--- config.mk ---
export PLATFORM = sky130hd
export DESIGN_NAME = accel_host_arbiter_flat
export DESIGN_NICKNAME = d
export VERILOG_FILES = /design/src/rtl/accel_host_arbiter_if.sv /design/src/rtl/accel_host_arbiter.sv /design/src/flat_wrapper.sv
export SDC_FILE = /design/constraint.sdc
export NUM_CORES = 1
export LEC_CHECK = 0
export CAP_MARGIN = 0
export CORE_AREA = 10 10 136 138
export CTS_CLUSTER_SIZE = 40
export DETAILED_ROUTE_END_ITERATION = 6
export DIE_AREA = 0 0 146 148
export GPL_TIMING_DRIVEN = 0
export PLACE_DENSITY = 0.83
export SLEW_MARGIN = 5
export SYNTH_ARGS = -nofsm -noshare
export SYNTH_HDL_FRONTEND = slang
export SYNTH_SLANG_ARGS = --single-unit
--- constraint.sdc ---
create_clock -name clk -period 1.9 [get_ports clk]
set_input_delay 0.285 -clock clk [delete_from_list [all_inputs] [get_ports clk]]
set_output_delay 0.285 -clock clk [all_outputs]
set_load 0.01 [all_outputs]
--- src/rtl/accel_host_arbiter_if.sv ---
// Host/accelerator bus bundle for accel_host_arbiter: two requester channels on the
// host side and the single write, read-request and read-data channels of the accelerator.
interface accel_host_arbiter_if #(
    parameter int ADDR_W = 32,
    parameter int DATA_W = 32
);
    logic [1:0]             m_write_en;
    logic [1:0]             m_write_rdy;
    logic [1:0][ADDR_W-1:0] m_write_addr;
    logic [1:0][DATA_W-1:0] m_write_data;

    logic [1:0]             m_read_en;
    logic [1:0]             m_read_rdy;
    logic [1:0][ADDR_W-1:0] m_read_addr;
    logic [1:0]             m_read_data_rdy;
    logic [1:0]             m_read_data_vld;
    logic [DATA_W-1:0]      m_read_data;

    logic                   write_en;
    logic                   write_rdy;
    logic [ADDR_W-1:0]      write_addr;
    logic [DATA_W-1:0]      write_data;

    logic                   read_en;
    logic                   read_rdy;
    logic [ADDR_W-1:0]      read_addr;
    logic                   read_data_rdy;
    logic                   read_data_vld;
    logic [DATA_W-1:0]      read_data;

    // The arbiter's view of the bundle
    modport slave (
        input  m_write_en, m_write_addr, m_write_data,
        input  m_read_en, m_read_addr, m_read_data_rdy,
        input  write_rdy, read_rdy, read_data_vld, read_data,
        output m_write_rdy, m_read_rdy, m_read_data_vld, m_read_data,
        output write_en, write_addr, write_data,
        output read_en, read_addr, read_data_rdy
    );

    // The environment's view: host requesters plus the accelerator
    modport master (
        output m_write_en, m_write_addr, m_write_data,
        output m_read_en, m_read_addr, m_read_data_rdy,
        output write_rdy, read_rdy, read_data_vld, read_data,
        input  m_write_rdy, m_read_rdy, m_read_data_vld, m_read_data,
        input  write_en, write_addr, write_data,
        input  read_en, read_addr, read_data_rdy
    );
endinterface

--- src/rtl/accel_host_arbiter.sv ---
// Two-requester round-robin arbiter sharing the accelerator's write and read ports.
// Define ARB_TIMEOUT_EN to add the read-response watchdog and the rd_timeout flag.
module accel_host_arbiter #(
    parameter int ADDR_W  = 32,
    parameter int DATA_W  = 32,
    parameter int TIMEOUT = 1024
) (
    input  logic                 clk,
    input  logic                 rst_n,
    accel_host_arbiter_if.slave  bus
`ifdef ARB_TIMEOUT_EN
    ,
    output logic                 rd_timeout
`endif
);

    typedef enum logic {W_IDLE, W_ISSUE} wrState_t;
    typedef enum logic [1:0] {R_IDLE, R_ISSUE, R_RESP} rdState_t;

    wrState_t          wrState_q, wrState_d;
    logic              wrPref_q, wrPref_d;
    logic [ADDR_W-1:0] wrAddr_q, wrAddr_d;
    logic [DATA_W-1:0] wrData_q, wrData_d;
    logic [1:0]        wrReady, wrTake;

    rdState_t          rdState_q, rdState_d;
    logic              rdPref_q, rdPref_d;
    logic              rdOwner_q, rdOwner_d;
    logic [ADDR_W-1:0] rdAddr_q, rdAddr_d;
    logic [1:0]        rdReady, rdTake;
    logic              rdForced, respVld, respDone;

    // A requester is only held off when the other one also asks and holds the preference
    assign wrReady = (wrState_q == W_IDLE) ?
                     {(!bus.m_write_en[0] || wrPref_q), (!bus.m_write_en[1] || !wrPref_q)} : 2'b00;
    assign wrTake  = bus.m_write_en & wrReady;

    always_comb begin
        wrState_d = wrState_q;
        wrPref_d  = wrPref_q;
        wrAddr_d  = wrAddr_q;
        wrData_d  = wrData_q;
        case (wrState_q)
            W_IDLE: begin
                if (|wrTake) begin
                    wrAddr_d  = bus.m_write_addr[wrTake[1]];
                    wrData_d  = bus.m_write_data[wrTake[1]];
                    wrPref_d  = !wrTake[1];
                    wrState_d = W_ISSUE;
                end
            end
            W_ISSUE: begin
                if (bus.write_rdy) wrState_d = W_IDLE;
            end
            default: wrState_d = W_IDLE;
        endcase
    end

    always_ff @(posedge clk or negedge rst_n) begin
        if (!rst_n) begin
            wrState_q <= W_IDLE;
            wrPref_q  <= 1'b0;
            wrAddr_q  <= '0;
            wrData_q  <= '0;
        end else begin
            wrState_q <= wrState_d;
            wrPref_q  <= wrPref_d;
            wrAddr_q  <= wrAddr_d;
            wrData_q  <= wrData_d;
        end
    end

    assign bus.m_write_rdy = wrReady;
    assign bus.write_en    = (wrState_q == W_ISSUE);
    assign bus.write_addr  = wrAddr_q;
    assign bus.write_data  = wrData_q;

    assign rdReady = (rdState_q == R_IDLE) ?
                     {(!bus.m_read_en[0] || rdPref_q), (!bus.m_read_en[1] || !rdPref_q)} : 2'b00;
    assign rdTake  = bus.m_read_en & rdReady;

`ifdef ARB_TIMEOUT_EN
    localparam int CNT_W = $clog2(TIMEOUT + 1);
    localparam logic [CNT_W-1:0] CNT_MAX = CNT_W'(TIMEOUT);

    logic [CNT_W-1:0] rdCnt_q, rdCnt_d;
    logic             rdTimeout_q, rdTimeout_d;

    // Counter saturates at the limit so the forced response stays up until the owner takes it
    always_comb begin
        rdCnt_d     = rdCnt_q;
        rdTimeout_d = rdTimeout_q | (rdForced && bus.m_read_data_rdy[rdOwner_q]);
        if (rdState_q == R_ISSUE && bus.read_rdy)
            rdCnt_d = '0;
        else if (rdState_q == R_RESP && !bus.read_data_vld && rdCnt_q != CNT_MAX)
            rdCnt_d = rdCnt_q + CNT_W'(1);
    end

    always_ff @(posedge clk or negedge rst_n) begin
        if (!rst_n) begin
            rdCnt_q     <= '0;
            rdTimeout_q <= 1'b0;
        end else begin
            rdCnt_q     <= rdCnt_d;
            rdTimeout_q <= rdTimeout_d;
        end
    end

    assign rdForced   = (rdState_q == R_RESP) && !bus.read_data_vld && (rdCnt_q == CNT_MAX);
    assign rd_timeout = rdTimeout_q;
`else
    assign rdForced = 1'b0;
`endif

    assign respVld  = (rdState_q == R_RESP) && (bus.read_data_vld || rdForced);
    assign respDone = respVld && bus.m_read_data_rdy[rdOwner_q];

    always_comb begin
        rdState_d = rdState_q;
        rdPref_d  = rdPref_q;
        rdOwner_d = rdOwner_q;
        rdAddr_d  = rdAddr_q;
        case (rdState_q)
            R_IDLE: begin
                if (|rdTake) begin
                    rdAddr_d  = bus.m_read_addr[rdTake[1]];
                    rdOwner_d = rdTake[1];
                    rdPref_d  = !rdTake[1];
                    rdState_d = R_ISSUE;
                end
            end
            R_ISSUE: begin
                if (bus.read_rdy) rdState_d = R_RESP;
            end
            R_RESP: begin
                if (respDone) rdState_d = R_IDLE;
            end
            default: rdState_d = R_IDLE;
        endcase
    end

    always_ff @(posedge clk or negedge rst_n) begin
        if (!rst_n) begin
            rdState_q <= R_IDLE;
            rdPref_q  <= 1'b0;
            rdOwner_q <= 1'b0;
            rdAddr_q  <= '0;
        end else begin
            rdState_q <= rdState_d;
            rdPref_q  <= rdPref_d;
            rdOwner_q <= rdOwner_d;
            rdAddr_q  <= rdAddr_d;
        end
    end

    assign bus.m_read_rdy      = rdReady;
    assign bus.read_en         = (rdState_q == R_ISSUE);
    assign bus.read_addr       = rdAddr_q;
    assign bus.read_data_rdy   = (rdState_q == R_RESP) && bus.m_read_data_rdy[rdOwner_q];
    assign bus.m_read_data_vld = respVld ? (rdOwner_q ? 2'b10 : 2'b01) : 2'b00;
    assign bus.m_read_data     = rdForced ? DATA_W'(32'hDEAD_BEEF) : bus.read_data;

endmodule

--- src/flat_wrapper.sv ---
// flat-port wrapper written by rule: the top's interface ports become plain ports
module accel_host_arbiter_flat 
#(
    parameter int ADDR_W  = 32,
    parameter int DATA_W  = 32,
    parameter int TIMEOUT = 1024
)
  (clk, rst_n, bus_m_write_en, bus_m_write_addr, bus_m_write_data, bus_m_read_en, bus_m_read_addr, bus_m_read_data_rdy, bus_write_rdy, bus_read_rdy, bus_read_data_vld, bus_read_data, bus_m_write_rdy, bus_m_read_rdy, bus_m_read_data_vld, bus_m_read_data, bus_write_en, bus_write_addr, bus_write_data, bus_read_en, bus_read_addr, bus_read_data_rdy);
  accel_host_arbiter_if #(.ADDR_W(ADDR_W), .DATA_W(DATA_W)) bus_i ();
  input  logic clk;
  input  logic rst_n;
  input wire logic [$bits(bus_i.m_write_en)-1:0] bus_m_write_en;
  input wire logic [$bits(bus_i.m_write_addr)-1:0] bus_m_write_addr;
  input wire logic [$bits(bus_i.m_write_data)-1:0] bus_m_write_data;
  input wire logic [$bits(bus_i.m_read_en)-1:0] bus_m_read_en;
  input wire logic [$bits(bus_i.m_read_addr)-1:0] bus_m_read_addr;
  input wire logic [$bits(bus_i.m_read_data_rdy)-1:0] bus_m_read_data_rdy;
  input wire logic [$bits(bus_i.write_rdy)-1:0] bus_write_rdy;
  input wire logic [$bits(bus_i.read_rdy)-1:0] bus_read_rdy;
  input wire logic [$bits(bus_i.read_data_vld)-1:0] bus_read_data_vld;
  input wire logic [$bits(bus_i.read_data)-1:0] bus_read_data;
  output wire logic [$bits(bus_i.m_write_rdy)-1:0] bus_m_write_rdy;
  output wire logic [$bits(bus_i.m_read_rdy)-1:0] bus_m_read_rdy;
  output wire logic [$bits(bus_i.m_read_data_vld)-1:0] bus_m_read_data_vld;
  output wire logic [$bits(bus_i.m_read_data)-1:0] bus_m_read_data;
  output wire logic [$bits(bus_i.write_en)-1:0] bus_write_en;
  output wire logic [$bits(bus_i.write_addr)-1:0] bus_write_addr;
  output wire logic [$bits(bus_i.write_data)-1:0] bus_write_data;
  output wire logic [$bits(bus_i.read_en)-1:0] bus_read_en;
  output wire logic [$bits(bus_i.read_addr)-1:0] bus_read_addr;
  output wire logic [$bits(bus_i.read_data_rdy)-1:0] bus_read_data_rdy;
  assign bus_i.m_write_en = bus_m_write_en;
  assign bus_i.m_write_addr = bus_m_write_addr;
  assign bus_i.m_write_data = bus_m_write_data;
  assign bus_i.m_read_en = bus_m_read_en;
  assign bus_i.m_read_addr = bus_m_read_addr;
  assign bus_i.m_read_data_rdy = bus_m_read_data_rdy;
  assign bus_i.write_rdy = bus_write_rdy;
  assign bus_i.read_rdy = bus_read_rdy;
  assign bus_i.read_data_vld = bus_read_data_vld;
  assign bus_i.read_data = bus_read_data;
  assign bus_m_write_rdy = bus_i.m_write_rdy;
  assign bus_m_read_rdy = bus_i.m_read_rdy;
  assign bus_m_read_data_vld = bus_i.m_read_data_vld;
  assign bus_m_read_data = bus_i.m_read_data;
  assign bus_write_en = bus_i.write_en;
  assign bus_write_addr = bus_i.write_addr;
  assign bus_write_data = bus_i.write_data;
  assign bus_read_en = bus_i.read_en;
  assign bus_read_addr = bus_i.read_addr;
  assign bus_read_data_rdy = bus_i.read_data_rdy;
  accel_host_arbiter #(.ADDR_W(ADDR_W), .DATA_W(DATA_W), .TIMEOUT(TIMEOUT)) u_core (.clk(clk), .rst_n(rst_n), .bus(bus_i));
endmodule
# Yosys cells after proc, flatten, opt, wreduce, memory -nomap -nowiden

Index checks and enable logic that the tools add are counted.

Output and inout port bits: 137
Word-level logic and storage cells: 59
Input bits: 235
Register bits after elaboration: 102

Muxes and demuxes: 19
Equal/unequal tests: 5
Reduce and logical (&&, ||, !) cells: 21
Bitwise operators: 3
Order comparisons: 3

Operator list:

| operator             | number |
|---|---|
| $mux W32             | 6 |
| $mux W2              | 7 |
| $logic_not A1 Y1     | 8 |
| $lt A1 B2 Y1 const B | 3 |
| $pmux W2 S3          | 1 |
| $and A2 B2 Y2        | 2 |
| $logic_or A1 B1 Y1   | 4 |
| $mux W1              | 4 |
| $ne A2 B2 Y1 const B | 2 |
| $reduce_and A2 Y1    | 2 |
| $reduce_or A2 Y1     | 2 |
| $logic_and A1 B1 Y1  | 3 |
| $reduce_and A3 Y1    | 1 |
| $eq A2 B1 Y1 const B | 1 |
| $eq A2 B2 Y1 const B | 1 |
| $logic_not A2 Y1     | 1 |
| $ne A2 B1 Y1 const B | 1 |
| $pmux W1 S2          | 1 |
| $not A1 Y1           | 1 |

# Depth between registers and ports, before layout

Gate-level depths: netlist of run 1.

Depth after elaboration: 7
Mapped depth: 5
Depth with buffers taken out: 4

# Least setup slack after synthesis of run 1

No wires, ideal clock.

Path kind: register to register
Start: register u_core.wrState_q (netlist: u_core.bus.write_en)
End: register u_core.wrAddr_q[0] (netlist: u_core.bus.write_addr[0])
Data required time: 1,759 ps
Stages on the path, launching flop included: 5
Period minus slack after synthesis: 1,348 ps
Path buffers: 2
Setup slack: 552 ps
Data arrival time: 1,207 ps
Setup time: 141 ps
Cells stage by stage: dfrtp_1 > o21ba_2 > buf_2 > clkbuf_1 > a31oi_1

Longest elaborated chain between the ends: 4
Elaborated cells between the ends (all ways): 7
Those cells by class: 3 x mux; 2 x bitwise; 2 x reduce/logical

RTL lines:

| what                                                                | line                                               | RTL |
|---|---|---|
| start, declared                                                     | accel_host_arbiter.sv:20                           | `wrState_t wrState_q, wrState_d;` |
| start signal, assigned                                              | accel_host_arbiter.sv:66                           | `wrState_q <= wrState_d;` |
| $mux W2                                                             | accel_host_arbiter.sv:34                           | `assign wrReady = (wrState_q == W_IDLE) ?` |
| $and A2 B2 Y2                                                       | accel_host_arbiter.sv:36                           | `assign wrTake = bus.m_write_en & wrReady;` |
| $mux W32 (implied by the code) or $reduce_or A2 Y1 (tied branches)  | accel_host_arbiter.sv:46, accel_host_arbiter.sv:45 |  |
| $mux W32 (implied by the code) or $reduce_and A2 Y1 (tied branches) | n/a                                                |  |
| end signal, assigned                                                | accel_host_arbiter.sv:68                           | `wrAddr_q <= wrAddr_d;` |
| end, declared                                                       | accel_host_arbiter.sv:22                           | `logic [ADDR_W-1:0] wrAddr_q, wrAddr_d;` |

Parallel ways exist; a longest one is shown, timed or not. The select of a mux whose other input is x is not followed.
A chain may end at the register's enable or synchronous reset.

# Final worst setup path of run 1

Start: register u_core.rdState_q[1]
End: output bus_m_read_rdy[0]

Longest elaborated chain between the ends: 2

RTL lines:

| what                   | line                      | RTL |
|---|---|---|
| start, declared        | accel_host_arbiter.sv:26  | `rdState_t rdState_q, rdState_d;` |
| start signal, assigned | accel_host_arbiter.sv:149 | `rdState_q <= rdState_d;` |
| $logic_not A2 Y1       | accel_host_arbiter.sv:78  | `assign rdReady = (rdState_q == R_IDLE) ?` |
| $mux W2                | accel_host_arbiter.sv:78  |  |
| end, declared          | flat_wrapper.sv:23        | `output wire logic [$bits(bus_i.m_read_rdy)-1:0] bus_m_read_rdy;` |

No other way between the ends.

==> results of run 1 <==
==> power groups by stage <==
stage                     logic [mW]  registers [mW]  clock network, mW
after floorplan                 2.04            4.10                  0
after global placement          5.70            3.67                  0
after detailed placement        5.78            3.73                  0
after CTS                       5.88            3.69               1.83
after global routing            6.24            3.81               1.91
final                           5.82            3.69               1.79
==> repair_timing <==
action,in CTS,in global routing
hold buffers,1,0
gates resized for setup,16,4
setup buffers,4,0
pin swaps,1,0
endpoints found under the hold margin,11,0
setup endpoints to repair,8,13
==> worst paths after layout <==
kind	from	end	cells past startpoint
max	u_core.rdState_q[1]	bus_m_read_rdy[0]	4
min	bus_m_read_en[0]	u_core.bus.read_addr[1]	3
max reg2reg	u_core.bus.write_en	u_core.bus.write_data[22]	4
min reg2reg	u_core.bus.read_addr[21]	u_core.bus.read_addr[21]	1
max in group asynchronous	rst_n	u_core.rdState_q[0]	3
min in group asynchronous	rst_n	u_core.bus.write_data[0]	2
==> sequential cells by signal, indices dropped and copies added, names as in the netlist <==
register,cells
u_core.bus.read_addr,32
u_core.bus.write_data,32
u_core.rdOwner_q,1
u_core.wrPref_q,1
u_core.bus.write_en,1
u_core.rdPref_q,1
u_core.bus.write_addr,32
u_core.rdState_q,2
==> layer usage <==
layer,GRT usage (%),up-vias,wire [um]
met2,36.91,290,12050
met3,7.631,32,2117
met4,7.007,0,574
met1,22.40,2773,9015
met5,0,-,0
li1,-,2660,-
==> cells in the mapped netlist <==
library cell                instances
sky130_fd_sc_hd__a31oi_1           65
sky130_fd_sc_hd__a221o_1           32
sky130_fd_sc_hd__a21o_1             1
sky130_fd_sc_hd__inv_1              5
sky130_fd_sc_hd__nand3_1           64
sky130_fd_sc_hd__nor2_1            67
sky130_fd_sc_hd__a22o_1             1
sky130_fd_sc_hd__o21bai_1           1
sky130_fd_sc_hd__clkbuf_1          25
sky130_fd_sc_hd__a211oi_2           1
sky130_fd_sc_hd__o21ai_1            1
sky130_fd_sc_hd__nand2b_1           3
sky130_fd_sc_hd__a21oi_1            2
sky130_fd_sc_hd__a2111oi_4          1
sky130_fd_sc_hd__mux2i_1            1
sky130_fd_sc_hd__nand2_1            3
sky130_fd_sc_hd__nor2b_1            3
sky130_fd_sc_hd__and3_1            33
sky130_fd_sc_hd__o21ba_2            1
sky130_fd_sc_hd__a21boi_0           1
sky130_fd_sc_hd__o21ai_0           66
sky130_fd_sc_hd__buf_6              4
sky130_fd_sc_hd__clkbuf_2           3
sky130_fd_sc_hd__dfrtp_1          102
sky130_fd_sc_hd__buf_4             33
sky130_fd_sc_hd__buf_2             22
==> area by class of cell <==
type,instances,share of cell area (%)
Clock buffer,13,2.864
Multi-Input combinational cell,347,22.02
Timing Repair Buffer,344,37.88
Clock inverter,3,0.2065
Inverter,5,0.2065
Tap cell,216,2.974
Buffer,86,5.741
Sequential cell,102,28.12
==> tightest hold or removal path, delay by kind of cell <==
kind | cells | cell delay (ns)
AND/OR/NAND/NOR | 1 | 0.14
AO/OA/AOI/OAI | 1 | 0.09
buffers and inverters | 1 | 0.11
==> cell families (layout without fill, tap and decap cells) <==
group,Yosys count,count (layout),share of synthesized area [%]
compound gates,173,173,22.74
buf+inv,92,451,10.46
flops,102,102,50.31
mux,1,1,0.1973
simple gates,173,173,16.30
==> stage by stage <==
step / cells / cell area (um2) / setup WS, ns / hold WS (ns) / utilization, %
2_1_floorplan: 541 / 5074 / 0.5521 / -0.01059 / -
3_3_place_gp: 1095 / 8727 / -3.481 / 0.4936 / 55.54
3_5_place_dp: 1096 / 8752 / -0.4204 / 0.3739 / 55.70
4_1_cts: 1116 / 9084 / 0.001317 / 0.3069 / 57.81
5_1_grt: 1116 / 9087 / 0.004797 / 0.3204 / 57.84
6_report: 1116 / 9087 / 0.05903 / 0.3231 / 57.84
==> results summary, run 1 <==
The leakage power of the design is 3.777 nW. The highest attainable clock frequency came out at 0.5432 GHz. Routability-driven placement finished with a final weighted congestion of 0.8762. The worst setup path is launched from a flop. The minimum setup slack among reg-to-reg paths came out at about 0.14 ns. The maximum number of buffers from clock root to sink is 2. The internal portion of the total power is 7.207 mW. In the final timing run, aggregate negative setup slack is 0 ns. The detailed router placed about 5,800 vias in this run.

The cell count after synthesis came out at 541. The aggregate global-route resource usage is between 20% and 30%. The clock network burns around 16% of the power. The number of H-tree levels came out at 3. The maximum vdd drop came out at 0.6052 mV. The global-route wire length before repair is ~35,000 um.

The number of antenna diodes in the final layout is 0. The area share of the largest cell type after synthesis is 50.31%. The number of hold violations in the final report is 0. Leaving out fill and tap cells, the most frequent cells in the layout are 329 x sky130_fd_sc_hd__clkdlybuf4s50_1, 100 x sky130_fd_sc_hd__dfrtp_1, 67 x sky130_fd_sc_hd__nor2_1, 66 x sky130_fd_sc_hd__o21ai_0, 65 x sky130_fd_sc_hd__a31oi_1. After detailed routing, the average wire length per cell comes to 21.29 um. Global routing finished with a remaining overflow of 0. Across the whole layout, storage elements account for 2555 um2.

The kind of end point of the critical path is an output pin. The post-route antenna net violation count is 0. Broken down by cell family, the worst path's largest delay share belongs to buffers and inverters.

The fraction of power consumed by sequential logic is 32.7%. The post-synthesis cell area came out at 5074 um2. The number of filler instances in the final layout is 1,373. The total of flip-flops plus latches after synthesis came out at 102. Summing the sequential cell areas from Yosys gives 50.31% of the chip area. Measured against its own limit, the worst slew margin works out to 53.44%. The detailed-routing iteration count for the pre-antenna-repair pass came out at 5. CTS placed an instance of sky130_fd_sc_hd__clkbuf_16 at the clock tree root. The number of antenna violations at the first check in global routing was 0. The time the worst path needs with I/O delays and setup came out at 1.841 ns. The count of maximum capacitance violations came out at 0.

After synthesis, the cell types taking the most area are sky130_fd_sc_hd__dfrtp_1 50%, sky130_fd_sc_hd__a31oi_1 8.0%, sky130_fd_sc_hd__o21ai_0 6.5%. The mean instance size in the synthesized netlist came out at 9.378 um2. The flow ran to the end, and the final reports show no timing, DRC or antenna violations. The required time reported for the critical path endpoint is 1.62 ns. The clock latency on the worst-skew pair is 0.34 ns. The clock skew is ~0.0073 ns. Leaving out fill and tap cells, the most frequent cell in the layout is sky130_fd_sc_hd__clkdlybuf4s50_1. The synthesized netlist net count is 776. The critical path goes through buf_4 -> a211oi_4 -> buf_6 -> dlygate4sd2_1. The reported net switching power is between 4 and 5 mW. The number of top-level pins is 372. The area occupied by multi-input gates is ~2000 um2. The number of CTS-inserted buffers came out at 9. The number of buffer and inverter stages on the critical path is 3. The count of distinct cell types in the synthesized netlist came out at 26. The final total power came out at 11.31 mW. The share of cells above drive strength 1 came out at 9.889%. The via count of the first global-routing pass is 6,055.

The growth of design area from synthesis to finish came out at 79.11%. The number of port buffers is 338. Clock tree synthesis found a total of around 100 sinks. The number of standard-cell rows in the floorplan came out at 46. The switching share of power came out at 36.26%. Among all stages on the critical path, the largest delay is contributed by sky130_fd_sc_hd__dfrtp_2.

By startpoint and endpoint, the worst setup path is classified as flop to output pin. Detailed placement finished with a half-perimeter wire length of approximately 19,000 um. The die is 146 um wide. The leading area contributor after synthesis is sky130_fd_sc_hd__dfrtp_1. The worst hold path belongs to the class input port to flop. Wires add up to 23,760 um.

The detailed-route DRC error count came out at 0. The combinational share of power is 51.5%. The clock input transition at the sequential cells of the worst setup and hold paths is 0.07 ns. After the first detailed-routing iteration, the DRC count stood at 353. The die boundary height is between 100 and 150 um. Entering global routing, the biggest net connects 55 pins.

The arrival time of the worst setup path is between 1.5 and 2 ns. Once the floorplan was initialized, standard cells occupied 32.29% of the core. In the final design database the tool counted 1,130 nets. Setup violations remaining at the end of the flow were counted as 0.

The detailed-route vias per instance came out at ~5.2. The floorplan core area came out at 15,710 um2. The largest single stage delay on the critical path is 0.42 ns. The measured slew at the worst slew-check pin came out at ~0.7 ns.

The maximum fanout encountered on the critical timing path came out at 10. Setup repair after global routing left no endpoint under its margin. The final cycle utilization of the critical path came out at between 90% and 100%. The total die area came out at 21,610 um2.

The count of warnings emitted by yosys came out at 0. The total count of max-transition violations in the final report came out at 0. The cell area power density is around 1200 nW/um2. TritonCTS built the clock tree.
No activity file was read; power rests on OpenSTA's default activity.
==> run 2: changes to the inputs <==
- GPL_ROUTABILITY_DRIVEN: not set -> 0
==> results of run 2 <==
Final layout, timing and power as in run 1 (identical DEF).
==> run 3: changes to the inputs <==
- GPL_TIMING_DRIVEN: 0 -> 1
- SETUP_SLACK_MARGIN: not set -> 0.5
==> run 3 against run 2 <==
  * Wire length grew 1.4%
  * Critical endpoint is now u_core.bus.read_addr[7]
  * Critical path depth grew 2
  * Sequential power grew 2%
  * Total power grew 4.4%
  * Hold slack lost 0.010 ns
  * Clock skew grew 0.0039 ns
  * Final cell count shrank 6.1%
==> results summary, run 3 (synthesis results as in run 1) <==
The floorplan core area is 15,710 um2 (unchanged). The number of filler instances in the final layout is 1,297 (-5.5%). The starting density of the core is 32.29% (unchanged). The cell chosen for the clock root is sky130_fd_sc_hd__clkbuf_16. The count of maximum capacitance violations is 0 (unchanged). In this run the critical register-to-register path is launched from u_core.rdState_q[0]. The number of antenna violations at the first check in global routing is 0 (unchanged).

The detailed-routing iteration count for the pre-antenna-repair pass came out at 6 (+1). The number of port buffers came out at 307 (-9.2%). The number of H-tree levels came out at 3 (unchanged). The number of nets in the final layout is 1,062 (-6.0%).

The area after detailed placement came to 8203 um2 (-6.3%). The detailed-route DRC error count is 0 (unchanged). The die boundary height was 148 um (unchanged). The cell area power density is 1280 nW/um2 (+2.9%). The leakage power of the design is 3.883 nW (+2.8%). The arrival time of the worst setup path came out at 1.91 ns (+0.35 ns).

The clock sink total came out at 102 (unchanged). The number of antenna diodes is 0 (unchanged). The number of CTS-inserted buffers is 9 (unchanged). The clock skew is 0.01110 ns (+0.003853 ns). The maximum fanout encountered on the critical timing path came to 8 (-2). The final count of negative-setup-slack endpoints is 0 (unchanged). The clock latency on the worst-skew pair came out at 0.35 ns (about the same).

The total die area is 21,610 um2 (unchanged). The time the worst path needs with I/O delays and setup is 1.624 ns (-0.2167 ns). The number of hold violations in the final report is 0 (unchanged). The launching element type of the critical path is a flop. The number of placed instances with taps included is 998 (-8.9%).

The aggregate routed wire length is 24,100 um (+1.4%). The sum of overflow across all layers after global routing was 0 (unchanged). The final total power was 11.81 mW (+4.4%). The number of top-level pins came out at 372 (unchanged). The maximum number of pins on one net before global-route repair came out at 61 (+11%).

The final standard cell area without fillers was 9226 um2 (+1.5%). Setup repair after global routing could not meet its margin everywhere. The routed wire length per instance came out at 22.99 um (+8.0%). The launch instance of the worst min-delay path is bus_m_write_en[1]. The tightest slew margin relative to the limit came to 67.83% (+14 points). The maximum number of buffers from clock root to sink came to 2 (unchanged). The routing usage on met2 is 33.94% (-3.0 points). The total count of max-transition violations in the final report came out at 0 (unchanged). The minimum setup slack among reg-to-reg paths is 0.28 ns (+0.14 ns). The met3 usage in global routing is 4.579% (-3.1 points). The via count of the first global-routing pass came to 5,588 (-7.7%). The library cells used most frequently in the layout, excluding fill and tap cells, are 199 x sky130_fd_sc_hd__clkdlybuf4s50_1, 99 x sky130_fd_sc_hd__dfrtp_1, 96 x sky130_fd_sc_hd__dlygate4sd2_1, 65 x sky130_fd_sc_hd__a31oi_1. The highest-utilization routing layer at the global route stage is met2. The final worst setup slack is 0.2757 ns (+0.2167 ns). The library cell used most frequently in the layout, excluding fill and tap cells, is sky130_fd_sc_hd__clkdlybuf4s50_1.

The cell depth of the worst min-delay path is 2 (-1). The setup slack after placement is 0.06045 ns (+0.4808 ns). The growth of design area from synthesis to finish came out at 81.85%. The final cell count without fillers is 1,048 (-6.1%). The via count came out at 5,556 (-3.5%).

The number of design-rule violations left by the first detailed-router iteration came out at 476 (+35%). STA classifies the critical path endpoint as a flop. The post-DP HPWL came out at 15,910 um (-16%). The global routing met1 resource utilization came to 20.76% (-1.6 points).

The post-layout utilization of the core came out at 58.72% (+0.88 points). The end of the worst register-to-register path is u_core.bus.read_addr[7]. The worst setup path is of the flop to flop kind. The worst slack on hold paths is 0.3126 ns (-0.01045 ns). TritonCTS built the clock tree. The share of cells above drive strength 1 is 15.63% (+5.7 points). The flow ran to the end, and the final reports show no timing, DRC or antenna violations. The global-route wire length before repair is 32,720 um (-7.7%). The number of standard-cell rows in the floorplan was 46 (unchanged). The clock input transition at the sequential cells of the worst setup and hold paths came out at 0.08 ns (about the same). The aggregate global-route resource usage is 19.14% (-1.6 points). The required time reported for the critical path endpoint is 2.19 ns (+0.57 ns). The tightest min-delay check is of the input port to flop type.

The total negative setup slack came to 0 ns (unchanged). The maximum vdd drop came to 0.5707 mV (-5.7%). The highest attainable clock frequency came out at 0.6156 GHz (+13%). The final cycle utilization of the critical path is 85.49% (-11 points). The detailed-route vias per instance is 5.302 (+2.8%). The measured slew at the worst slew-check pin is 0.4825 ns (-0.2159 ns). The length in cells of the worst reg-to-reg path came out at 6 (+2). The path with the worst hold slack has its endpoint at u_core.wrPref_q.

The die span in x is 146 um (unchanged). The post-route antenna net violation count is 0 (unchanged).
run 3: how the worst max path moves through the flow:
stage | startpoint | endpoint | slack, ns | cells past startpoint
after floorplan | u_core.bus.write_en | u_core.bus.write_addr[0] | 0.55 | 4
after global placement | bus_m_read_en[1] | bus_m_read_rdy[0] | 0.07 | 3
after detailed placement | bus_m_read_en[1] | bus_m_read_rdy[0] | 0.06 | 3
after CTS | u_core.rdState_q[1] | bus_m_read_data_vld[0] | 0.26 | 4
after global routing | u_core.rdState_q[0] | bus_m_read_rdy[1] | 0.24 | 4
final | u_core.rdState_q[0] | u_core.bus.read_addr[7] | 0.28 | 6
run 3: metal layers:
metal / vias to the layer above / part of all wire (%)
met3: 61 / 7.5
met4: 0 / 3.4
met2: 265 / 52
li1: 2528 / -
met1: 2702 / 37
met5: - / 0
run 3: worst max-delay path, stage by stage (launching register included):
cell	delay, ns
sky130_fd_sc_hd__dfrtp_2	0.44
sky130_fd_sc_hd__buf_6	0.14
sky130_fd_sc_hd__buf_4	0.13
sky130_fd_sc_hd__a2111oi_4	0.32
sky130_fd_sc_hd__buf_6	0.20
sky130_fd_sc_hd__clkbuf_16	0.17
sky130_fd_sc_hd__a221o_1	0.15
run 3: final cells by class:
| type | instances | area, um2 | area share, % |
|---|---|---|---|
| Sequential cell | 102 | 2556 | 27.71 |
| Multi-Input combinational cell | 347 | 2241 | 24.29 |
| Timing Repair Buffer | 362 | 3836 | 41.58 |
| Clock inverter | 7 | 78.83 | 0.8544 |
| Tap cell | 216 | 270.3 | 2.929 |
| Inverter | 5 | 18.77 | 0.2034 |
| Clock buffer | 9 | 225.2 | 2.441 |
run 3: power by group:
| group | internal, mW | total [mW] | switching (mW) |
|---|---|---|---|
| sequential | 3.12 | 3.78 | 0.651 |
| clock | 1.04 | 1.96 | 0.919 |
| combinational | 3.16 | 6.07 | 2.91 |
| total | 7.33 | 11.8 | 4.48 |
run 3: repair_timing:
item,CTS,global route
buffers inserted,10,6
endpoints found under the hold margin,102,0
pin swaps,2,5
setup endpoints to repair,187,107
hold buffers,1,0
gates resized for setup,148,82
gates cloned,3,14
